<file path="src/rtl/prio_enc_pkg.sv">
// Shared types for the priority-encoder link (encoder and decoder sides).
// Contents:
//   CODE_W, OUT_W   code width and one-hot vector width (OUT_W = 1 << CODE_W)
//   code_t, vec_t   encoded index and decoded vector types
//   occ_state_t     occupancy states of the decoder FIFO
//   decode()        code/hit pair -> one-hot vector, all-zero when hit=0
package prio_enc_pkg;

  localparam int CODE_W = 2;
  localparam int OUT_W  = 1 << CODE_W;

  typedef logic [CODE_W-1:0] code_t;
  typedef logic [OUT_W-1:0]  vec_t;

  typedef enum logic [1:0] {
    OCC_EMPTY   = 2'd0,
    OCC_PARTIAL = 2'd1,
    OCC_FULL    = 2'd2
  } occ_state_t;

  // Compare-based decode rather than a shift: an unknown code can only
  // clear bits, and when hit=0 the code is never looked at.
  function automatic vec_t decode(input code_t code, input logic hit);
    vec_t v;
    v = '0;
    if (hit) begin
      for (int i = 0; i < OUT_W; i++) begin
        if (code == code_t'(i)) begin
          v[i] = 1'b1;
        end else begin
          v[i] = 1'b0;
        end
      end
    end else begin
      v = '0;
    end
    return v;
  endfunction

endpackage

</file>
<file path="src/rtl/prio_dec_fifo.sv">
// Small in-order FIFO holding decoded vectors between the link and the consumer.
// Ports:
//   clk, rst      clock (rising edge), asynchronous active-high reset
//   push, wdata   write strobe and data (ignored while full)
//   pop           read strobe (ignored while empty)
//   rdata         registered head entry, all-zero while empty
//   full          registered; also held high during reset so nothing is pushed
//   empty         registered from the occupancy FSM
module prio_dec_fifo
  import prio_enc_pkg::*;
#(
  parameter int WIDTH = 4,
  parameter int DEPTH = 2
) (
  input  logic             clk,
  input  logic             rst,
  input  logic             push,
  input  logic [WIDTH-1:0] wdata,
  input  logic             pop,
  output logic [WIDTH-1:0] rdata,
  output logic             full,
  output logic             empty
);

  localparam int AW = (DEPTH > 1) ? $clog2(DEPTH) : 1;
  localparam int CW = AW + 1;

  logic [WIDTH-1:0] r_mem [DEPTH];
  logic [AW-1:0]    r_wptr;
  logic [AW-1:0]    r_rptr;
  logic [CW-1:0]    r_count;
  occ_state_t       r_state;
  logic [WIDTH-1:0] r_head;
  logic             r_full;

  logic             w_push;
  logic             w_pop;
  logic [CW-1:0]    w_count_nxt;
  logic [AW-1:0]    w_wptr_nxt;
  logic [AW-1:0]    w_rptr_nxt;
  occ_state_t       w_state_nxt;
  logic [WIDTH-1:0] w_head_nxt;

  assign w_push = push & ~r_full;
  assign w_pop  = pop & (r_state != OCC_EMPTY);

  // Next occupancy, pointers and head entry.
  always_comb begin
    w_count_nxt = r_count;
    case ({w_push, w_pop})
      2'b10:   w_count_nxt = r_count + CW'(1'b1);
      2'b01:   w_count_nxt = r_count - CW'(1'b1);
      default: w_count_nxt = r_count;
    endcase

    if (w_push) begin
      w_wptr_nxt = r_wptr + AW'(1'b1);
    end else begin
      w_wptr_nxt = r_wptr;
    end

    if (w_pop) begin
      w_rptr_nxt = r_rptr + AW'(1'b1);
    end else begin
      w_rptr_nxt = r_rptr;
    end

    if (w_count_nxt == CW'(1'b0)) begin
      w_state_nxt = OCC_EMPTY;
    end else if (w_count_nxt == CW'(DEPTH)) begin
      w_state_nxt = OCC_FULL;
    end else begin
      w_state_nxt = OCC_PARTIAL;
    end

    // The new head comes straight from wdata when the entry being written
    // is the one the read pointer lands on (push into empty, or push&pop at 1).
    if (w_count_nxt == CW'(1'b0)) begin
      w_head_nxt = '0;
    end else if (w_push && (w_rptr_nxt == r_wptr)) begin
      w_head_nxt = wdata;
    end else begin
      w_head_nxt = r_mem[w_rptr_nxt];
    end
  end

  // Storage array write.
  always_ff @(posedge clk or posedge rst) begin
    if (rst) begin
      for (int i = 0; i < DEPTH; i++) begin
        r_mem[i] <= '0;
      end
    end else if (w_push) begin
      r_mem[r_wptr] <= wdata;
    end else begin
      r_mem[r_wptr] <= r_mem[r_wptr];
    end
  end

  // Occupancy FSM with registered head, full and empty outputs.
  always_ff @(posedge clk or posedge rst) begin
    if (rst) begin
      r_state <= OCC_EMPTY;
      r_count <= '0;
      r_wptr  <= '0;
      r_rptr  <= '0;
      r_head  <= '0;
      r_full  <= 1'b1;
    end else begin
      r_state <= w_state_nxt;
      r_count <= w_count_nxt;
      r_wptr  <= w_wptr_nxt;
      r_rptr  <= w_rptr_nxt;
      r_head  <= w_head_nxt;
      r_full  <= (w_state_nxt == OCC_FULL);
    end
  end

  assign rdata = r_head;
  assign full  = r_full;
  assign empty = (r_state == OCC_EMPTY);

endmodule

</file>
<file path="src/rtl/priority_dec_stream.sv">
// Receive side of the priority-encoder link: (code, hit) frames are decoded to
// a one-hot vector (all-zero when hit=0) and queued for the consumer.
// CODE_W / OUT_W come from prio_enc_pkg.
// Parameters: DEPTH (FIFO entries, power of two >= 2), CNT_W (hit counter width).
// Ports:
//   clk, rst             clock, asynchronous active-high reset
//   in_valid/in_ready    upstream handshake; in_ready is registered
//   in_code, in_hit      encoded index and encoder-valid flag
//   out_valid/out_ready  downstream handshake
//   out_vec              decoded vector, zero while out_valid=0
//   hit_count            saturating count of accepted frames with in_hit=1
// Build option PRIO_DEC_CHECK_EN adds err_sticky: set on an accepted hit frame
// with unknown code bits, or on an accepted no-hit frame carrying a non-zero
// code once hits have been seen; cleared only by rst.
module priority_dec_stream
  import prio_enc_pkg::*;
#(
  parameter int DEPTH = 2,
  parameter int CNT_W = 16
) (
  input  logic             clk,
  input  logic             rst,
  input  logic             in_valid,
  output logic             in_ready,
  input  code_t            in_code,
  input  logic             in_hit,
  output logic             out_valid,
  input  logic             out_ready,
  output vec_t             out_vec,
  output logic [CNT_W-1:0] hit_count
`ifdef PRIO_DEC_CHECK_EN
  ,output logic            err_sticky
`endif
);

  logic             w_full;
  logic             w_empty;
  logic             w_accept;
  logic             w_pop;
  vec_t             w_dec_vec;
  logic [CNT_W-1:0] r_hit_count;

  assign w_dec_vec = decode(in_code, in_hit);
  assign w_accept  = in_valid & ~w_full;
  assign w_pop     = ~w_empty & out_ready;

  prio_dec_fifo #(
    .WIDTH (OUT_W),
    .DEPTH (DEPTH)
  ) u_fifo (
    .clk   (clk),
    .rst   (rst),
    .push  (w_accept),
    .wdata (w_dec_vec),
    .pop   (w_pop),
    .rdata (out_vec),
    .full  (w_full),
    .empty (w_empty)
  );

  assign in_ready  = ~w_full;
  assign out_valid = ~w_empty;

  // Saturating count of accepted hit frames.
  always_ff @(posedge clk or posedge rst) begin
    if (rst) begin
      r_hit_count <= '0;
    end else if (w_accept && in_hit && (r_hit_count != {CNT_W{1'b1}})) begin
      r_hit_count <= r_hit_count + CNT_W'(1'b1);
    end else begin
      r_hit_count <= r_hit_count;
    end
  end

  assign hit_count = r_hit_count;

`ifdef PRIO_DEC_CHECK_EN
  logic r_err_sticky;
  logic w_err_event;

  assign w_err_event = w_accept &
                       ((in_hit & $isunknown(in_code)) |
                        (~in_hit & (r_hit_count != '0) & (in_code != '0)));

  // Sticky link-integrity flag, cleared only by reset.
  always_ff @(posedge clk or posedge rst) begin
    if (rst) begin
      r_err_sticky <= 1'b0;
    end else if (w_err_event) begin
      r_err_sticky <= 1'b1;
    end else begin
      r_err_sticky <= r_err_sticky;
    end
  end

  assign err_sticky = r_err_sticky;
`endif

endmodule

</file>
<file path="config.mk">
export PLATFORM = sky130hd
export DESIGN_NAME = priority_dec_stream
export DESIGN_NICKNAME = d
export VERILOG_FILES = /design/src/rtl/prio_enc_pkg.sv /design/src/rtl/prio_dec_fifo.sv /design/src/rtl/priority_dec_stream.sv
export SDC_FILE = /design/constraint.sdc
export NUM_CORES = 1
export LEC_CHECK = 0
export CORE_MARGIN = 4
export CORE_UTILIZATION = 56
export DETAILED_ROUTE_END_ITERATION = 16
export HOLD_SLACK_MARGIN = 0.02
export PLACE_DENSITY = 0.83
export SYNTH_ARGS = -nofsm -noshare
export SYNTH_HDL_FRONTEND = slang
export SYNTH_SLANG_ARGS = --single-unit
</file>
<file path="constraint.sdc">
create_clock -name clk -period 3.7 [get_ports clk]
set_clock_uncertainty 0.05 [all_clocks]
set_input_delay 0.74 -clock clk [delete_from_list [all_inputs] [get_ports clk]]
set_output_delay 0.74 -clock clk [all_outputs]
set_load 0.02 [all_outputs]
</file>
After elaboration in Yosys (flattened, before gate mapping)
Cells that the tools add are included.

cells by class
  $add $sub $neg = 5
  order comparisons = 3
  equal/unequal tests = 9
  mux-type cells = 22
  bitwise logic cells = 8
  reduce and logical (&&, ||, !) cells = 8

operators by type and width
  operator                 count
  $mux W4                  10
  $add A16 B1 Y16 const B  1
  $bwmux W8                2
  $ne A16 B16 Y1 const B   1
  $eq A2 B2 Y1 const B     5
  $mux W8                  1
  $logic_not A2 Y1         3
  $mux W1                  5
  $and A1 B1 Y1            4
  $demux W4 S1             1
  $eq A2 B1 Y1 const B     2
  $ge A2 B2 Y1 const B     2
  $logic_and A1 B1 Y1      4
  $mux W2                  2
  $not A1 Y2               2
  $pmux W2 S2              1
  $add A1 B1 Y1 const B    2
  $add A2 B1 Y2 const B    1
  $lt A2 B1 Y1 const B     1
  $not A1 Y1               2
  $reduce_bool A2 Y1       1
  $sub A2 B1 Y2 const B    1
  $eq A1 B1 Y1             1

storage, ports and cells
  register bits = 35
  input bits = 7
  output and inout port bits = 22
  word-level logic and storage cells = 64

Depth between registers and ports, before layout
  word-level depth = 11
  depth in mapped cells = 7
  gate-level depth less buffers = 7

By module
A second synthesis with hierarchy kept.

second synthesis, totals
  cell total of the unflattened synthesis = 145
  area total of the unflattened synthesis = 1722.9 um^2

by module, submodules not included
  module               instances  cells an instance  area an instance (um^2)  seq. area each (um^2)
  priority_dec_stream  1          81                 873.3                    400.4
  prio_dec_fifo        1          64                 849.6                    476.7

Worst setup path after synthesis
No wires, ideal clock.

  kind = input to register
  start point = input in_valid
  end point = register u_fifo.r_state[1]
  setup time = 0.131 ns
  data arrival time = 1.843 ns
  required time = 3.519 ns
  path slack = 1.676 ns
  stages on the path = 5
  buffers on the path = 0
  path through = nand2_1 ha_1 o21a_1 or2_2 nor2b_1

between the ends
  longest elaborated chain between the ends = 7
  elaborated cells between the ends (all ways) = 9
  classes of those cells = eq/ne (3); mux (3); bitwise (2); reduce/logical (1)

ends and longest elaborated chain
  element                                              RTL line                   text
  start, declared                                      priority_dec_stream.sv:23  input logic in_valid,
  $and A1 B1 Y1 (*)                                    priority_dec_stream.sv:44  assign w_accept = in_valid & ~w_full;
  $and A1 B1 Y1 (*)                                    prio_dec_fifo.sv:44        assign w_push = push & ~r_full;
  $eq A2 B1 Y1 / $eq A2 B2 Y1 (equally long branches)  prio_dec_fifo.sv:50        case ({w_push, w_pop})
  $pmux W2 S2 (*)                                      prio_dec_fifo.sv:50
  net u_fifo.w_count_nxt[1]                            prio_dec_fifo.sv:38        logic [CW-1:0] w_count_nxt;
  $eq A2 B2 Y1                                         prio_dec_fifo.sv:70        end else if (w_count_nxt == CW'(DEPTH)) begin
  $mux W2                                              prio_dec_fifo.sv:70
  $mux W2 (*)                                          prio_dec_fifo.sv:68        if (w_count_nxt == CW'(1'b0)) begin
  net u_fifo.w_state_nxt[1]                            prio_dec_fifo.sv:41        occ_state_t w_state_nxt;
  end signal, assigned                                 prio_dec_fifo.sv:110       r_state <= w_state_nxt;
  end, declared                                        prio_dec_fifo.sv:32        occ_state_t r_state;

The timed path passes the listed nets; every way through them passes the cells marked *.
A chain may end at the register's enable or synchronous reset.

Worst setup path in the final report
  start point = input in_valid
  end point = register u_fifo.r_head[2] (netlist: u_fifo.rdata[2])

between the ends
  longest elaborated chain between the ends = 6
  elaborated cells between the ends (all ways) = 9
  classes of those cells = eq/ne (2); mux (3); bitwise (2); reduce/logical (2)

ends and longest elaborated chain
  element                                              RTL line                   text
  $and A1 B1 Y1 (*)                                    priority_dec_stream.sv:44
  $and A1 B1 Y1 (*)                                    prio_dec_fifo.sv:44
  $eq A2 B1 Y1 / $eq A2 B2 Y1 (equally long branches)  prio_dec_fifo.sv:50
  $pmux W2 S2 (*)                                      prio_dec_fifo.sv:50
  net u_fifo.w_count_nxt[0]                            prio_dec_fifo.sv:38
  $logic_not A2 Y1 (*)                                 prio_dec_fifo.sv:78        if (w_count_nxt == CW'(1'b0)) begin
  $mux W4 (*)                                          prio_dec_fifo.sv:78
  net u_fifo.w_head_nxt[2]                             prio_dec_fifo.sv:42        logic [WIDTH-1:0] w_head_nxt;
  end signal, assigned                                 prio_dec_fifo.sv:114       r_head <= w_head_nxt;
  end, declared                                        prio_dec_fifo.sv:33        logic [WIDTH-1:0] r_head;

Marked as above.

==> run summary <==
The summed instance area of the synthesized netlist is 1738 um^2. The total of endpoints with negative setup slack in the final report is 0. The worst supply voltage drop on vdd is 435.7 uV. In this run, synthesis produced a sequential element count of 35. Pin placement for this block handled 29 I/O pins. Of the post-synthesis cell area, the dominant cell type holds 0.4896.

The final RePlAce weighted congestion came out at 0.8373. In the global route stage, overall resource usage came out at 0.1875. The slack of the critical path is 1353 ps. The number of failing hold endpoints at the final stage came out at 0.

The die span in x came out at 63.71 um. In the routed design, unresolved DRC markers number 0. The number of nets in the synthesized netlist came out at 156. The final-report max-slew violation count came out at 0. The area of the die came out at 4059 um^2. The cell accounting for the most synthesized area is dfrtp_1. The count of buffers added by post-CTS timing repair for setup is 0.

The clock edge transition at the registers on the reported setup and hold paths is 110 ps. The worst setup path is launched from an input port. The clock root buffer is clkbuf_4. The critical path endpoint category is a flop. The total power divided by cell area is 658.9 nW/um^2. For this block, the routed nets add up to 3.348 mm of wire. The sequential share of the synthesized area is 0.5047.

Once detailed placement completed, the half-perimeter wirelength came to 2.572 mm. The leading cell type by number of instances after synthesis is dfrtp_1. In the post-synthesis netlist, the biggest area contributors are dfrtp_1 (49%), xor2_1 (5.0%), nand2_1 (3.5%). The post-synthesis cell count came out at 147.

The critical path goes through clkdlybuf4s50_1 > nand2_1 > ha_1 > xnor2_1 > nor3_1 > a211oi_1. The global-route wire length before repair is 5.878 mm. The transition at the pin with the smallest max-transition slack came out at 436.6 ps.

The overflow left after global routing came out at 0. The static leakage power is 0.9541 nW. Of the available clock period, the critical path in the final layout requires 0.6342. The most used flip-flop cell after synthesis is dfrtp_1.

The number of antenna diodes is 0. The post-route worst hold slack is 448.1 ps. From synthesis to final layout, the design area changed by 21.67%. Grouping stages by cell kind, the critical path spends the most delay in simple AND/OR/NAND/NOR gates. The Yosys step of the flow raised 0 warnings. The filler cells instantiated in the layout total 207. The design area came out at 2115 um^2.

The worst-case setup slack after placement came out at 1007 ps. Counting I/O delays and the setup requirement, the final critical path takes 2347 ps. In this run the tool buffered the top-level ports with 28 buffer cells. Measured along the y axis, the die boundary spans 63.71 um. Based on the critical path, the design can be clocked at up to 0.4261 GHz.

The number of vias in the routed layout is 1,222. The tightest min-delay check is of the reg2reg type. The max-cap violation count came out at 0. The first detailed-routing pass took 4 iterations. The residual antenna-violating net count after detailed routing came out at 0. The synthesized area divided by synthesized cell count is 11.82 um^2. Setup repair after global routing left no endpoint under its margin. The number of unique standard cell types used by synthesis came out at 43. For this configuration, the core starts out at a cell density of 0.6092. Dividing the detail-routed wire length by the instance count gives 15.72 um. Counting instances in the post-synthesis netlist gives the leading cell types as dfrtp_1 (34), nand2_1 (16), xor2_1 (10), o21ai_0 (8). The hold buffer count at CTS came out at 0. In this run, CTS created clock tree buffers numbering 5.

The initial antenna violation count came out at 0. The post-cts sizing count came out at 0. The via count of the first global-routing pass came out at 1,298. The largest net degree at the start of global routing came out at 36. The number of H-tree levels is 2.

The slowest stage of the critical path belongs to the cell clkdlybuf4s50_1. The worst max-slew margin expressed relative to the limit came out at 0.7067. The clock passes through at most 2 buffers. The ratio of cells with drive above 1 in the final layout came out at 0.1484.

The largest fanout on the critical path is 7. Together, buffers and inverters on the worst path number 1. At the later pin of the worst-skew pair, clock insertion delay measures 340 ps. The region available for standard cell placement spans 2853 um^2.

The largest stage delay on the critical path came out at 510 ps. The number of synthesized flops with an enable pin is 0. The required time at the endpoint of the critical path came out at 3860 ps. The worst setup path is of the in2reg kind. The run finished with clean final reports. The number of vias per cell after detailed routing is 5.737. In the synthesized netlist the async set-or-reset flop fraction comes to 1.000.

The row count came out at 19. The placed instances occupy a cell area of 2046 um^2. The sink count of the clock tree came out at 35. The arrival time at the worst endpoint is 2500 ps. For the final routed database, the setup TNS stands at 0 ps.

The violation count after the first detailed-routing iteration came out at 50. TritonCTS built the clock tree. Measured on the finished design, the core utilization comes to 0.7412.

The final-stage net count came out at 190.
## path summary, 6_finish.rpt
| path | startpoint | endpoint | slack, ps | depth (start not counted) |
|---|---|---|---|---|
| hold reg to reg | hit_count[13] | hit_count[13] | 450 | 1 |
| min in group asynchronous | rst | hit_count[11] | 730 | 3 |
| setup / recovery | in_valid | u_fifo.rdata[2] | 1350 | 6 |
| hold / removal | hit_count[13] | hit_count[13] | 450 | 1 |
| setup reg to reg | hit_count[0] | hit_count[1] | 1710 | 4 |
| max in group asynchronous | rst | u_fifo.full | 2540 | 3 |
## placed cells by master (no fill, tap or decap), drive strengths merged, types with 4 or more instances in the layout
cell type,instances
a211oi,6
a21oi,4
and4,4
clkbuf,8
clkdlybuf4s50,28
dfrtp,34
inv,6
mux2i,4
nand2,18
nand3,5
nor3b,5
o21ai,8
xnor2,5
xor2,11
## per-stage QoR
| stage | instances | total power [W] |
|---|---|---|
| 6_report | 213 | 0.001393 |
| 5_1_grt | 213 | 0.001486 |
| 4_1_cts | 213 | 0.001407 |
| 3_5_place_dp | 205 | 0.001170 |
| 3_3_place_gp | 205 | 0.001144 |
| 2_1_floorplan | 147 | 0.0009744 |
## area by class of cell
cell class              count  area (um^2)  share of cell area
clock buffers               8        68.82             0.03254
inverters                   6        22.52             0.01065
multi-input cells         104        819.5              0.3876
flip-flops and latches     35        877.1              0.4148
well taps                  31        38.79             0.01834
repair buffers             29        287.8              0.1361
## report_power, final
part           switching [W]  total [W]  internal (W)
logic               0.000302   0.000571      0.000269
clock network       0.000125   0.000236      0.000112
registers          0.0000914   0.000586      0.000495
## flip-flops by register name, summed over array words and instances, names as in the netlist
signal	count
hit_count	16
u_fifo.r_mem	8
u_fifo.rdata	4
u_fifo.r_count	2
u_fifo.r_state	2
u_fifo.full	1
u_fifo.r_rptr	1
u_fifo.r_wptr	1
## layer usage
layer	global-route usage	up-vias	routed length (um)
li1	-	595	-
met5	0	-	0
met2	0.3233	33	1734
met3	0.06039	7	143
met1	0.2172	587	1406
met4	0.07008	0	63
## cells by family after synthesis
family | after synthesis | share of synthesized area
mux | 5 | 0.02952
simple gates | 54 | 0.2045
flops | 35 | 0.5047
compound gates | 26 | 0.1253
buf+inv | 8 | 0.02376
fa+ha+maj | 2 | 0.01440
xor+xnor | 17 | 0.09791
No activity file was read; power rests on OpenSTA's default activity.
